**src/rtl/alu_issue.sv**
```systemverilog
// ---------------------------------------------------------------------------
// alu_issue: single-entry issue register between RV32I register read and the
// ALU. Decodes the integer ALU subset (R-type, I-type ALU, LUI, AUIPC) into an
// ALU opcode plus two operands and holds the result for the downstream stage
// under a valid/ready handshake.
//
// Ports
//   clk, rst            clock, synchronous active-high reset
//   in_valid / in_ready upstream handshake (in_ready is combinational)
//   instr, pc           instruction word and its address
//   rs1_data, rs2_data  register-file read data
//   flush               drop the held entry and any input this cycle
//   out_valid/out_ready downstream handshake
//   ALUop, op1, op2     ALU operation and operands
//   rd, rd_we           destination register and writeback enable
//   illegal             (only with ALU_ISSUE_ILLEGAL_EN) entry was not a
//                       recognised ALU encoding
//
// Build option: define ALU_ISSUE_ILLEGAL_EN to add the illegal output.
// Parameter SUPPRESS_X0: force rd_we low when rd is x0.
// ---------------------------------------------------------------------------
module alu_issue #(
   parameter bit SUPPRESS_X0 = 1'b1
) (
   input  logic        clk,
   input  logic        rst,
   input  logic        in_valid,
   output logic        in_ready,
   input  logic [31:0] instr,
   input  logic [31:0] pc,
   input  logic [31:0] rs1_data,
   input  logic [31:0] rs2_data,
   input  logic        flush,
   input  logic        out_ready,
   output logic        out_valid,
   output logic [3:0]  ALUop,
   output logic [31:0] op1,
   output logic [31:0] op2,
   output logic [4:0]  rd,
`ifdef ALU_ISSUE_ILLEGAL_EN
   output logic        illegal,
`endif
   output logic        rd_we
);

   localparam logic [3:0] OP_ADD = 4'b0000;
   localparam logic [3:0] OP_SUB = 4'b0001;
   localparam logic [3:0] OP_AND = 4'b0010;
   localparam logic [3:0] OP_OR  = 4'b0011;
   localparam logic [3:0] OP_XOR = 4'b0100;
   localparam logic [3:0] OP_SLL = 4'b0101;
   localparam logic [3:0] OP_SRL = 4'b0110;
   localparam logic [3:0] OP_SRA = 4'b0111;
   localparam logic [3:0] OP_SLT = 4'b1000;

   localparam logic [6:0] OPC_R     = 7'b0110011;
   localparam logic [6:0] OPC_I     = 7'b0010011;
   localparam logic [6:0] OPC_LUI   = 7'b0110111;
   localparam logic [6:0] OPC_AUIPC = 7'b0010111;

   localparam logic [6:0] F7_BASE = 7'b0000000;
   localparam logic [6:0] F7_ALT  = 7'b0100000;

   logic [6:0]  opcode;
   logic [2:0]  f3;
   logic [6:0]  f7;
   logic [31:0] imm_i, imm_u, shamt;

   assign opcode = instr[6:0];
   assign f3     = instr[14:12];
   assign f7     = instr[31:25];
   assign imm_i  = {{20{instr[31]}}, instr[31:20]};
   assign imm_u  = {instr[31:12], 12'b0};
   assign shamt  = {27'b0, instr[24:20]};

   logic        valid_q;
   logic [3:0]  aluop_q, aluop_d;
   logic [31:0] op1_q, op1_d, op2_q, op2_d;
   logic [4:0]  rd_q;
   logic        we_q, we_d;
   logic        ill_q, ill_d;
   logic        capture;

   // Decode of the current inputs
   always_comb begin
      ill_d   = 1'b0;
      aluop_d = OP_ADD;
      op1_d   = rs1_data;
      op2_d   = rs2_data;
      unique case (opcode)
         OPC_R: begin
            unique case (f3)
               3'b000: begin
                  if (f7 == F7_BASE)     aluop_d = OP_ADD;
                  else if (f7 == F7_ALT) aluop_d = OP_SUB;
                  else                   ill_d   = 1'b1;
               end
               3'b101: begin
                  if (f7 == F7_BASE)     aluop_d = OP_SRL;
                  else if (f7 == F7_ALT) aluop_d = OP_SRA;
                  else                   ill_d   = 1'b1;
               end
               3'b001: begin aluop_d = OP_SLL; ill_d = (f7 != F7_BASE); end
               3'b010: begin aluop_d = OP_SLT; ill_d = (f7 != F7_BASE); end
               3'b100: begin aluop_d = OP_XOR; ill_d = (f7 != F7_BASE); end
               3'b110: begin aluop_d = OP_OR;  ill_d = (f7 != F7_BASE); end
               3'b111: begin aluop_d = OP_AND; ill_d = (f7 != F7_BASE); end
               default: ill_d = 1'b1;       // 011 (SLTU) is not issued here
            endcase
         end
         OPC_I: begin
            op2_d = imm_i;
            unique case (f3)
               3'b000: aluop_d = OP_ADD;
               3'b010: aluop_d = OP_SLT;
               3'b100: aluop_d = OP_XOR;
               3'b110: aluop_d = OP_OR;
               3'b111: aluop_d = OP_AND;
               3'b001: begin
                  op2_d   = shamt;
                  aluop_d = OP_SLL;
                  ill_d   = (f7 != F7_BASE);
               end
               3'b101: begin
                  op2_d = shamt;
                  if (f7 == F7_BASE)     aluop_d = OP_SRL;
                  else if (f7 == F7_ALT) aluop_d = OP_SRA;
                  else                   ill_d   = 1'b1;
               end
               default: ill_d = 1'b1;
            endcase
         end
         OPC_LUI: begin
            op1_d = '0;
            op2_d = imm_u;
         end
         OPC_AUIPC: begin
            op1_d = pc;
            op2_d = imm_u;
         end
         default: ill_d = 1'b1;
      endcase

      // Illegal entries still flow through, but as a harmless no-write ADD
      if (ill_d) begin
         aluop_d = OP_ADD;
         op1_d   = '0;
         op2_d   = '0;
      end
      we_d = !ill_d && !(SUPPRESS_X0 && (instr[11:7] == 5'd0));
   end

   assign in_ready = !valid_q || out_ready;
   assign capture  = in_valid && in_ready;

   always_ff @(posedge clk) begin
      if (rst) begin
         valid_q <= 1'b0;
         aluop_q <= OP_ADD;
         op1_q   <= '0;
         op2_q   <= '0;
         rd_q    <= '0;
         we_q    <= 1'b0;
         ill_q   <= 1'b0;
      end else if (flush) begin
         valid_q <= 1'b0;
      end else if (capture) begin
         valid_q <= 1'b1;
         aluop_q <= aluop_d;
         op1_q   <= op1_d;
         op2_q   <= op2_d;
         rd_q    <= instr[11:7];
         we_q    <= we_d;
         ill_q   <= ill_d;
      end else if (out_ready) begin
         valid_q <= 1'b0;
      end
   end

   assign out_valid = valid_q;
   assign ALUop     = aluop_q;
   assign op1       = op1_q;
   assign op2       = op2_q;
   assign rd        = rd_q;
   assign rd_we     = we_q;

`ifdef ALU_ISSUE_ILLEGAL_EN
   assign illegal = ill_q;
`else
   logic unused_ill;
   assign unused_ill = ill_q;
`endif

endmodule

```
**config.mk**
```make
export PLATFORM = sky130hd
export DESIGN_NAME = alu_issue
export DESIGN_NICKNAME = d
export VERILOG_FILES = /design/src/rtl/alu_issue.sv
export SDC_FILE = /design/constraint.sdc
export NUM_CORES = 1
export LEC_CHECK = 0
export ABC_AREA = 0
export BUFFER_PORTS_ARGS = -buffer_cell sky130_fd_sc_hd__buf_2
export CORE_MARGIN = 2
export CORE_UTILIZATION = 50
export CTS_BUF_LIST = sky130_fd_sc_hd__clkbuf_2
export DETAILED_ROUTE_END_ITERATION = 10
export GPL_TIMING_DRIVEN = 0
export HOLD_SLACK_MARGIN = 0.02
export PLACE_DENSITY = 0.89
export SLEW_MARGIN = 20
export SYNTH_ARGS = -nofsm -noshare
export SYNTH_HDL_FRONTEND = slang
export SYNTH_SLANG_ARGS = --single-unit
```
**constraint.sdc**
```tcl
create_clock -name clk -period 3.5 [get_ports clk]
set_clock_uncertainty 0.15 [all_clocks]
set_input_delay 0.7 -clock clk [delete_from_list [all_inputs] [get_ports clk]]
set_output_delay 0.7 -clock clk [all_outputs]
set_load 0.02 [all_outputs]
```
== After elaboration in Yosys (flattened, before gate mapping) ==
Index checks and enable logic that the tools add are counted.
Storage, ports and cells
  bits in registers: 75
  output and inout port bits: 76
  word-level logic and storage cells: 56
Cells by class
  equality and inequality tests: 11
  mux-type cells: 20
  bitwise gates (word level): 1
  reductions and logical operators: 18
Operators with widths (count)
  32-bit one-hot mux with 2 select lines: 2
  32-bit 2-to-1 mux: 3
  4-bit one-hot mux with 7 select lines: 1
  4-bit one-hot mux with 6 select lines: 1
  7-bit by 6-bit equality test with 1-bit output, second input constant: 3
  7-bit by 5-bit equality test with 1-bit output, second input constant: 2
  3-bit equality test, second input constant: 4
  5-bit OR reduction: 2
  4-bit 2-to-1 mux: 2
  4-bit one-hot mux with 2 select lines: 1
  2-bit OR reduction: 4
  7-bit logical NOT: 1
  7-bit nonzero test: 1
  1-bit 2-to-1 mux: 6
  1-bit one-hot mux with 3 select lines: 2
  5-bit logical NOT: 1
  3-bit by 1-bit equality test with 1-bit output, second input constant: 1
  3-bit by 2-bit equality test with 1-bit output, second input constant: 1
  1-bit logical NOT: 3
  3-bit logical NOT: 1
  3-bit 2-to-1 mux: 1
  1-bit logical AND: 2
  1-bit one-hot mux with 2 select lines: 1
  2-bit AND reduction: 1
  other kinds (3): 3

== Logic depth before layout (Yosys ltp) ==
Gate-level depths: netlist of run 1.
  word-level depth: 7
  mapped depth: 9
  depth with buffers taken out: 5

== Worst setup path after synthesis of run 1 ==
Ideal clock, no wire load.
  path type: in2reg
  start point: input instr[3]
  end point: register aluop_q[2], in the netlist ALUop[2]
  setup time: 0.067 ns
  arrival time: 2.380 ns
  required time: 3.283 ns
  setup slack: 0.902 ns
  stages on the path: 8
  buffers on the path: 3
  cell sequence: and3b_1 clkbuf_1 nand2_1 or4b_1 or3_1 buf_6 buf_6 o21ai_2
Between the ends
  word-level cells in the longest chain between the ends: 4
RTL lines
  start: declaration: RTL line 29  | input logic [31:0] instr,
  7-bit by 5-bit equality test with 1-bit output / 7-bit by 6-bit equality test with 1-bit output (equally long branches): RTL line 90  | unique case (opcode)
  2-bit OR reduction (no line)
  1-bit one-hot mux with 3 select lines: RTL line 90
  4-bit 2-to-1 mux (*): RTL line 145  | if (ill_d) begin
  end signal: assignment: RTL line 169  | aluop_q <= aluop_d;
  end: declaration: RTL line 77  | logic [3:0] aluop_q, aluop_d;
Every way passes the cells marked *; elsewhere a longest branch is shown, timed or not.
A chain may end at the register's enable or synchronous reset.

== Worst setup path in the final report of run 1 ==
  start point: register valid_q, in the netlist out_valid
  end point: register op1_q[23], in the netlist op1[23]
Between the ends
  word-level cells in the longest chain between the ends: 4
RTL lines
  start: declaration: RTL line 76  | logic valid_q;
  start signal: assignment: RTL line 158  | valid_q <= 1'b0;
  start signal: assignment: RTL line 166  | valid_q <= 1'b0;
  start signal: assignment: RTL line 168  | valid_q <= 1'b1;
  1-bit logical NOT: RTL line 153  | assign in_ready = !valid_q || out_ready;
  1-bit logical OR: RTL line 153
  1-bit logical AND: RTL line 154  | assign capture = in_valid && in_ready;
  2-bit AND reduction (no line)
  end signal: assignment: RTL line 170  | op1_q <= op1_d;
  end: declaration: RTL line 78  | logic [31:0] op1_q, op1_d, op2_q, op2_d;
Every way passes these cells.

==> results.toml, run 1 <==
[run_status]
status = "finished, final reports clean"

[final_layout]
multi_input_area_um2 = 2074
area_growth_syn_to_layout_pct = 33.37
antenna_cells = 0
nets = 774
fillers = 623
utilization = 0.6927
drive_gt1_frac = 0.4334
ff_latch_area_um2 = 1501

[logic_synthesis]
ys_warn_count = 0
synth_top_family_by_area = "compound AO/OA/AOI/OAI gates"
ys.flop_type = "dfxtp_1"
synthAdderAreaFrac = 0
synth_area_um2 = 3787
synth_common_cells = "dfxtp_1 (75), nor2_1 (53), clkbuf_1 (35)"
syn_avg_cell_area_um2 = 8.954
yosys.cell_types.count = 44
synth_nets = 556
yosys.area.top_type = "dfxtp_1"
synth.most_common_cell = "dfxtp_1"
synth-simple-area-share = 0.2266
synth-xor-area-share = 0
ys_ff_latch = 75
synth_edf_count = 0
synth_compound_area_frac = 0.3079
async_flop_share = 0
synth.top_cell.area_share = 0.3964
synth_area_leaders = "dfxtp_1 (40%), a2111oi_2 (11%), nor3b_1 (6.7%)"
syn_inst = 423
yosysSeqAreaShare = 0.3964
synth_mux_area_frac = 0.01321

[global_routing]
grt_overflow_total = 0
grt_pass1_vias = 4172
antenna_found_initial = 0
grt_max_degree = 13
grt_pass1_wl_um = 19740
grt_use_total = 0.2899

[sta]
finalCritPeriodShare = 0.7593
setup_viol = 0
max_freq_ghz = 0.3763
hold_slack_ps = 247.0
maxSlewViolCount = 0
hold_viol = 0
rsz0062_at_grt = "no"
finalSetupTns_ps = 0
worst_slew_pin_slew_ps = 750.4
max_slew_margin = 0.4997
min_period_ps = 2657

[drt]
routed_via_density = 5.733
wl_met2_um = 6010
route.antenna.remaining_nets = 0
dr_total_vias = 4271
avgRoutedWirePerCell_um = 16.14
dr.pass1.iters = 5
wl_met3_um = 716
dr.max_layer_used = "met4"
wl_met1_um = 4892
drc = 0
drt_iter0_drc = 186
drt_wl_total_um = 12020

[floorplan]
rows = 31
io_pins = 209
initial_core_util = 0.5194
die_area_um2 = 8287
die_h_um = 91.04
fp.coreArea_um2 = 7292
die_w_um = 91.04

[critical_path]
cp-start-kind = "flip-flop"
crit_path_top_delay_cell = "nor3b_1"
cp.required_ps = 3740
worstPathArrival_ps = 2900
path_cells = "nor2b_1 -> nor3b_1 -> clkbuf_1 -> clkbuf_1 -> nor2_1 -> a2111oi_2"
cpPeakStageDelay_ps = 520
critPathMaxFanout = 10
r2r_slack_ps = 840
end_kind = "flip-flop"
cp_common_cell = "clkbuf_1"
path_class = "flip-flop to flip-flop"

[cts]
clockBufferDepth = 2
cts_htree_levels = 3
cts_buffers = 9
tritoncts = "done"
path_clk_slew_ps = 190
post_cts_resized = 0
clkSinkCount = 75
cts_hold_buf = 0
postCtsSetupBuffers = 0
clk_root_buffer_cell = "clkbuf_2"
insertion_delay_ps = 470

[placement]
port_buffers = 207
gp_congestion = 0.9155
hpwl_um = 9563

[pwr]
max-vdd-ir-drop_uv = 209.6
power.density_nw_per_um2 = 336.9
power.leakage_uw = 0.002215
report.power.total_uw = 1702

[hold_path]
hold_class = "primary input to flip-flop"

[job]
drv.max_cap_violation_count = 0
-- final timing paths --
| check | start | endpoint | depth (start not counted) |
|---|---|---|---|
| min | flush | out_valid | 2 |
| max | out_valid | op1[23] | 6 |
| min reg2reg | op2[17] | op2[17] | 2 |
| max reg2reg | out_valid | op1[23] | 6 |
-- layer usage --
metal | vias to the layer above | GRT usage
met3 | 39 | 0.04813
met1 | 2021 | 0.3567
met5 | - | 0
met2 | 173 | 0.4975
met4 | 0 | 0.1275
li1 | 2038 | -
-- metrics by stage --
step                      cells  instance area [um^2]  setup slack [ps]
final                       745                  5051             842.5
after CTS                   745                  5051             809.2
after global routing        745                  5051             607.4
after floorplan             423                  3787             902.4
after global placement      729                  4947             534.0
after detailed placement    729                  4947             465.0
-- critical path, delay by kind of cell, from the launching register on --
kind | cells | cell delay [ps]
buffers and inverters | 2 | 900
and+or+nand+nor | 3 | 820
DFF | 1 | 360
AOI/OAI and AO/OA | 1 | 330
-- kinds of logic after synthesis --
kind of cell | Yosys count
flops | 75
buf+inv | 48
compound gates | 134
simple gates | 161
mux | 5
-- state kept, by name, summed over array words and instances, names as in the netlist --
name       count
ALUop          4
op1           32
op2           32
out_valid      1
rd             5
rd_we          1
-- layout make-up --
class                           instances  share of cell area
Multi-Input combinational cell        300              0.4107
Sequential cell                        75              0.2973
Timing Repair Buffer                  207              0.2051
Buffer                                 46             0.04038
Tap cell                               99             0.02452
Clock inverter                          7             0.01164
Clock buffer                            9            0.008918
Inverter                                2            0.001486
-- power by group --
group / internal (uW) / switching, uW / total, uW
Combinational: 144 / 207 / 351
Clock: 156 / 295 / 451
Sequential: 886 / 14.8 / 901
Total: 1190 / 516 / 1700
-- placed cells by master, fill, tap and decap left out, types with 4 or more instances in the layout --
| cell | count |
|---|---|
| o21ai_2 | 20 |
| nand2b_1 | 4 |
| a221oi_1 | 19 |
| mux2i_1 | 5 |
| nand3_1 | 5 |
| nand2_1 | 31 |
| clkbuf_1 | 35 |
| nor3b_1 | 34 |
| a22oi_1 | 11 |
| dfxtp_1 | 75 |
| clkbuf_2 | 9 |
| nor4_1 | 12 |
| a21oi_1 | 34 |
| nor2_1 | 53 |
| o21ai_0 | 9 |
| a2111oi_2 | 28 |
| nor2b_1 | 4 |
| buf_2 | 214 |
No activity file was read; power rests on OpenSTA's default activity.
==> run 2: changes to the inputs <==
--- a/config.mk
+++ b/config.mk
@@ -8,12 +8,12 @@
 export ABC_AREA = 0
 export BUFFER_PORTS_ARGS = -buffer_cell sky130_fd_sc_hd__buf_2
 export CORE_MARGIN = 2
-export CORE_UTILIZATION = 50
+export CORE_UTILIZATION = 46
 export CTS_BUF_LIST = sky130_fd_sc_hd__clkbuf_2
 export DETAILED_ROUTE_END_ITERATION = 10
 export GPL_TIMING_DRIVEN = 0
 export HOLD_SLACK_MARGIN = 0.02
-export PLACE_DENSITY = 0.89
+export PLACE_DENSITY = 0.82
 export SLEW_MARGIN = 20
 export SYNTH_ARGS = -nofsm -noshare
 export SYNTH_HDL_FRONTEND = slang
==> constraint.sdc (replaced) <==
create_clock -name clk -period 2.7 [get_ports clk]
set_clock_uncertainty 0.15 [all_clocks]
set_input_delay 0.54 -clock clk [delete_from_list [all_inputs] [get_ports clk]]
set_output_delay 0.54 -clock clk [all_outputs]
set_load 0.02 [all_outputs]
==> run 2 against run 1 <==
Die area increased by 8.3%. Worst hold slack worse by 150 ps. Design area is 0.59% higher. First-iteration DRC count fell by 20%. Total power rose by 32%. Clock power is 37% higher. Core utilization is 6.5 points lower. Combinational power rose by 29%. Critical path depth increased by 3. Highest routed layer unchanged. Worst setup slack got worse by 740 ps. Critical endpoint is now op2[5]. Register-to-register slack lost 550 ps. Wire length barely moved.
==> results.toml, run 2 (synthesis results as in run 1) <==
[run_status]
status = "finished, final reports clean"

[pwr]
max-vdd-ir-drop_uv = 263.9
report.power.total_uw = 2240
swShare = 0.3068
power.density_nw_per_um2 = 440.9
internal-power_uw = 1553
switching_power_uw = 687.4
p_comb_frac = 0.203
p_clk_frac = 0.276
power.leakage_uw = 0.002229
seq_power_share = 0.521

[critical_path]
critical-path-top-delay-family = "buffers and inverters"
cp.required_ps = 2990
critPathMaxFanout = 10
cp-startpoint = "flush"
end_kind = "flip-flop"
cp-start-kind = "primary input"
path_cells = "dlygate4sd3_1 -> buf_2 -> nor3b_2 -> clkbuf_1 -> nor2_1 -> clkbuf_1 -> clkbuf_1 -> nand2_1 -> o21ai_2"
cpPeakStageDelay_ps = 530
cp-endpoint = "op2[5]"
worst-r2r-cell-count = 8
path_class = "primary input to flip-flop"
worstPathArrival_ps = 2880
worst_r2r_endpoint = "op2[5]"
cp_common_cell = "clkbuf_1"
crit_buf_inv = 5
crit_path_top_delay_cell = "dlygate4sd3_1"
r2r_slack_ps = 290
r2r_start = "out_valid"
path_depth = 9

[drt]
drt_wl_total_um = 12020
avgRoutedWirePerCell_um = 15.98
routed_via_density = 5.547
drt_iter0_drc = 149
dr.pass1.iters = 4
route.antenna.remaining_nets = 0
drc = 0
dr_total_vias = 4171

[floorplan]
rows = 33
die_w_um = 94.74
initial_core_util = 0.4680
fp.coreArea_um2 = 8093
die_area_um2 = 8976
die_h_um = 94.74
io_pins = 209

[cts]
clockBufferDepth = 2
clkSinkCount = 75
tritoncts = "done"
cts_htree_levels = 3
cts_buffers = 9
clk_root_buffer_cell = "clkbuf_2"
insertion_delay_ps = 520
path_clk_slew_ps = 200
postCtsSetupBuffers = 0

[sta]
rsz0062_at_grt = "yes"
min_period_ps = 2592
finalSetupTns_ps = 0
max_freq_ghz = 0.3857
setup_viol = 0
maxSlewViolCount = 0
hold_viol = 0
max_slew_margin = 0.4750
finalCritPeriodShare = 0.9602
worst_slew_pin_slew_ps = 787.6

[global_routing]
grt_pass1_vias = 3869
grt_use_total = 0.2635
grt_max_degree = 13
grt_overflow_total = 0
antenna_found_initial = 0
grt_pass1_wl_um = 18540

[final_layout]
area_growth_syn_to_layout_pct = 34.16
drive_gt1_frac = 0.4405
final_cell_mix = "buf_2 (214), dfxtp_1 (75), nor2_1 (53), a21oi_1 (34)"
final_common_cell = "buf_2"
antenna_cells = 0
final_cell_count_no_fill = 752
nets = 775

[job]
drv.max_cap_violation_count = 0

[hold_path]
hold_class = "primary input to flip-flop"
min_from = "instr[7]"

[placement]
hpwl_um = 9332
port_buffers = 207
dp.cells = 735
gp_congestion = 0.8995
==> run 2: power by group through the flow <==
stage / combinational [uW] / sequential [uW] / clock (uW)
3_5_place_dp: 450 / 1190 / 0
4_1_cts: 453 / 1170 / 627
2_1_floorplan: 209 / 1240 / 0
5_1_grt: 494 / 1170 / 679
3_3_place_gp: 440 / 1190 / 0
6_report: 454 / 1170 / 618
==> run 2: per-stage QoR <==
step | setup WS (ps) | area [um^2] | utilization | hold WS, ps
after floorplan | 262.4 | 3787 | - | 386.0
final | 107.5 | 5081 | 0.6279 | 101.2
after global placement | -265.5 | 4955 | 0.6122 | 282.0
after detailed placement | -249.7 | 4955 | 0.6122 | 287.0
after global routing | -1.970 | 5081 | 0.6279 | 51.06
after CTS | 41.14 | 5079 | 0.6276 | 66.75
==> run 2: cell type report <==
cell class / count / area (um^2)
Multi-Input combinational cell: 300 / 2079
Clock inverter: 5 / 53.80
Fill cell: 738 / 3012
Sequential cell: 75 / 1501
Tap cell: 105 / 131.4
Timing Repair Buffer: 208 / 1046
Buffer: 46 / 206.4
Clock buffer: 11 / 55.05
Inverter: 2 / 7.507
==> run 2: per-layer routing <==
metal  global-route usage  up-vias  routed length [um]
li1                     -     2029                   -
met1               0.3259     1987                5013
met2               0.4468      133                6016
met3              0.06464       22                 724
met4              0.09058        0                 265
met5                    0        -                   0
==> run 2: worst min-delay path, stage by stage <==
cell and delay, ps:
buf_2 80, mux2i_1 60, nor2_1 80
==> run 2: worst min path at each step <==
| stage | end | slack [ps] | cells past startpoint |
|---|---|---|---|
| 6_report | rd[0] | 100 | 3 |
| 3_5_place_dp | op2[12] | 290 | 2 |
| 2_1_floorplan | ALUop[1] | 390 | 2 |
| 4_1_cts | rd[4] | 70 | 3 |
| 5_1_grt | op2[2] | 50 | 3 |
| 3_3_place_gp | op2[12] | 280 | 2 |
==> run 2: repair_timing <==
item,4_1_cts,5_1_grt
setup endpoints to repair,5,6
hold buffers,1,0
resized for setup,1,4
endpoints found under the hold margin,1,0
cloned,0,0
==> run 3: changes to the inputs <==
--- a/config.mk
+++ b/config.mk
@@ -14,6 +14,7 @@
 export GPL_TIMING_DRIVEN = 0
 export HOLD_SLACK_MARGIN = 0.02
 export PLACE_DENSITY = 0.82
+export SETUP_SLACK_MARGIN = 0.15
 export SLEW_MARGIN = 20
 export SYNTH_ARGS = -nofsm -noshare
 export SYNTH_HDL_FRONTEND = slang
==> run 3 against run 2 <==
Sequential share of layout area about the same. Via count rose by 0.74%. Worst hold slack gained 7.7 ps. Largest cell class unchanged. Die area did not move. Global-route usage is 0.050 points lower.
==> results.toml, run 3 (synthesis results as in run 1) <==
[cts]
clockBufferDepth = 2
postCtsSetupBuffers = 0
tritoncts = "done"
cts_buffers = 9
insertion_delay_ps = 510
clk_root_buffer_cell = "clkbuf_2"
clkSinkCount = 75
cts_htree_levels = 3
path_clk_slew_ps = 200

[sta]
hold_viol = 0
maxSlewViolCount = 0
rsz0062_at_grt = "no"
finalCritPeriodShare = 0.8985
worst_slew_pin_slew_ps = 788.8
hold_slack_ps = 108.9
setup_viol = 0
max_slew_margin = 0.4741
max_freq_ghz = 0.4122
min_period_ps = 2426

[critical_path]
worst_r2r_endpoint = "op2[6]"
cp-endpoint = "op1[13]"
critPathMaxFanout = 10
crit_buf_inv = 3
cp_common_cell = "buf_2"
path_cells = "buf_2 -> nor4b_1 -> and2_1 -> clkbuf_1 -> o211a_1 -> o41a_1 -> buf_2 -> a2111oi_2"
end_kind = "flip-flop"
crit_path_top_delay_cell = "nor4b_1"
cp.required_ps = 2930
critical-path-top-delay-family = "buffers and inverters"
path_depth = 8
r2r_slack_ps = 310
cp-startpoint = "instr[5]"
cpPeakStageDelay_ps = 460
worstPathArrival_ps = 2660
r2r_start = "out_valid"
cp-start-kind = "primary input"
path_class = "primary input to flip-flop"
worst-r2r-cell-count = 7

[global_routing]
grt_overflow_total = 0
grt_use_total = 0.2630
grt_max_degree = 13
antenna_found_initial = 0
grt_pass1_wl_um = 18510
grt_pass1_vias = 3864

[drt]
dr_total_vias = 4202
route.antenna.remaining_nets = 0
dr.pass1.iters = 5
routed_via_density = 5.588
drt_wl_total_um = 11980
avgRoutedWirePerCell_um = 15.93
drc = 0
drt_iter0_drc = 157

[placement]
dp.cells = 735
hpwl_um = 9332
port_buffers = 207
gp_congestion = 0.8995

[pwr]
power.leakage_uw = 0.002236
max-vdd-ir-drop_uv = 264.3
report.power.total_uw = 2236
power.density_nw_per_um2 = 439.8

[final_layout]
antenna_cells = 0
area_growth_syn_to_layout_pct = 34.23
nets = 775
final_common_cell = "buf_2"
final_cell_count_no_fill = 752
utilization = 0.6282
drive_gt1_frac = 0.4436
final_cell_mix = "buf_2 (214), dfxtp_1 (75), nor2_1 (53), a21oi_1 (34), nor3b_1 (33)"

[floorplan]
die_area_um2 = 8976
die_h_um = 94.74
rows = 33
initial_core_util = 0.4680
io_pins = 209
die_w_um = 94.74
fp.coreArea_um2 = 8093

[hold_path]
hold_class = "primary input to flip-flop"
min_path_cells = 3

[run_status]
status = "finished, final reports clean"

[job]
drv.max_cap_violation_count = 0
==> run 3: cell count changes in the layout (fill, tap and decap cells not counted) <==
cell      delta
clkbuf_2     +2
clkbuf_1     -2
==> run 3: metrics by stage <==
stage	setup TNS [ps]	worst slack (ps)	area, um^2
2_1_floorplan	0	262.4	3787
3_3_place_gp	-8867	-265.5	4955
3_5_place_dp	-9480	-249.7	4955
4_1_cts	0	175.6	5079
5_1_grt	0	152.8	5084
6_report	0	273.9	5084
==> run 3: worst register-to-register path: stages (launching register included) <==
cell     delay (ps)
dfxtp_1         360
nor2b_1         160
nor3b_2         390
or4b_1          500
or3_1           350
buf_6           160
buf_6           150
o21ai_2         130
==> run 3: area by class of cell <==
type,instances,area [um^2]
tap,105,131.4
fill,737,3009
clock inverter,5,53.80
multi-input combinational,300,2079
inverter,2,7.507
buffer,46,209.0
clock buffer,11,55.05
sequential,75,1501
timing repair buffer,208,1046
==> run 3: worst min-delay path by stage <==
| stage | startpoint | endpoint |
|---|---|---|
| floorplan | ALUop[1] | ALUop[1] |
| global placement | op2[12] | op2[12] |
| detailed placement | op2[12] | op2[12] |
| CTS | instr[11] | rd[4] |
| global route | rs2_data[2] | op2[2] |
| finish | instr[7] | rd[0] |
==> run 3: routing by layer <==
| metal | up-vias | part of all wire | global-route usage |
|---|---|---|---|
| met2 | 154 | 0.50 | 0.4462 |
| met5 | - | 0 | 0 |
| met3 | 24 | 0.069 | 0.06464 |
| met1 | 1990 | 0.41 | 0.3250 |
| li1 | 2034 | - | - |
| met4 | 0 | 0.022 | 0.09058 |
==> run 3: report_power, final <==
group	switching [uW]	total, uW	leakage [uW]	internal [uW]
Clock	397	614	0.0000656	216
Sequential	19.7	1170	0.000610	1150
Combinational	266	454	0.00156	189
==> run 3: timing repair <==
action / 4_1_cts / 5_1_grt
resized for setup: 1 / 8
hold buffers: 1 / 0
setup endpoints to repair: 45 / 40
hold endpoints to repair: 1 / 0
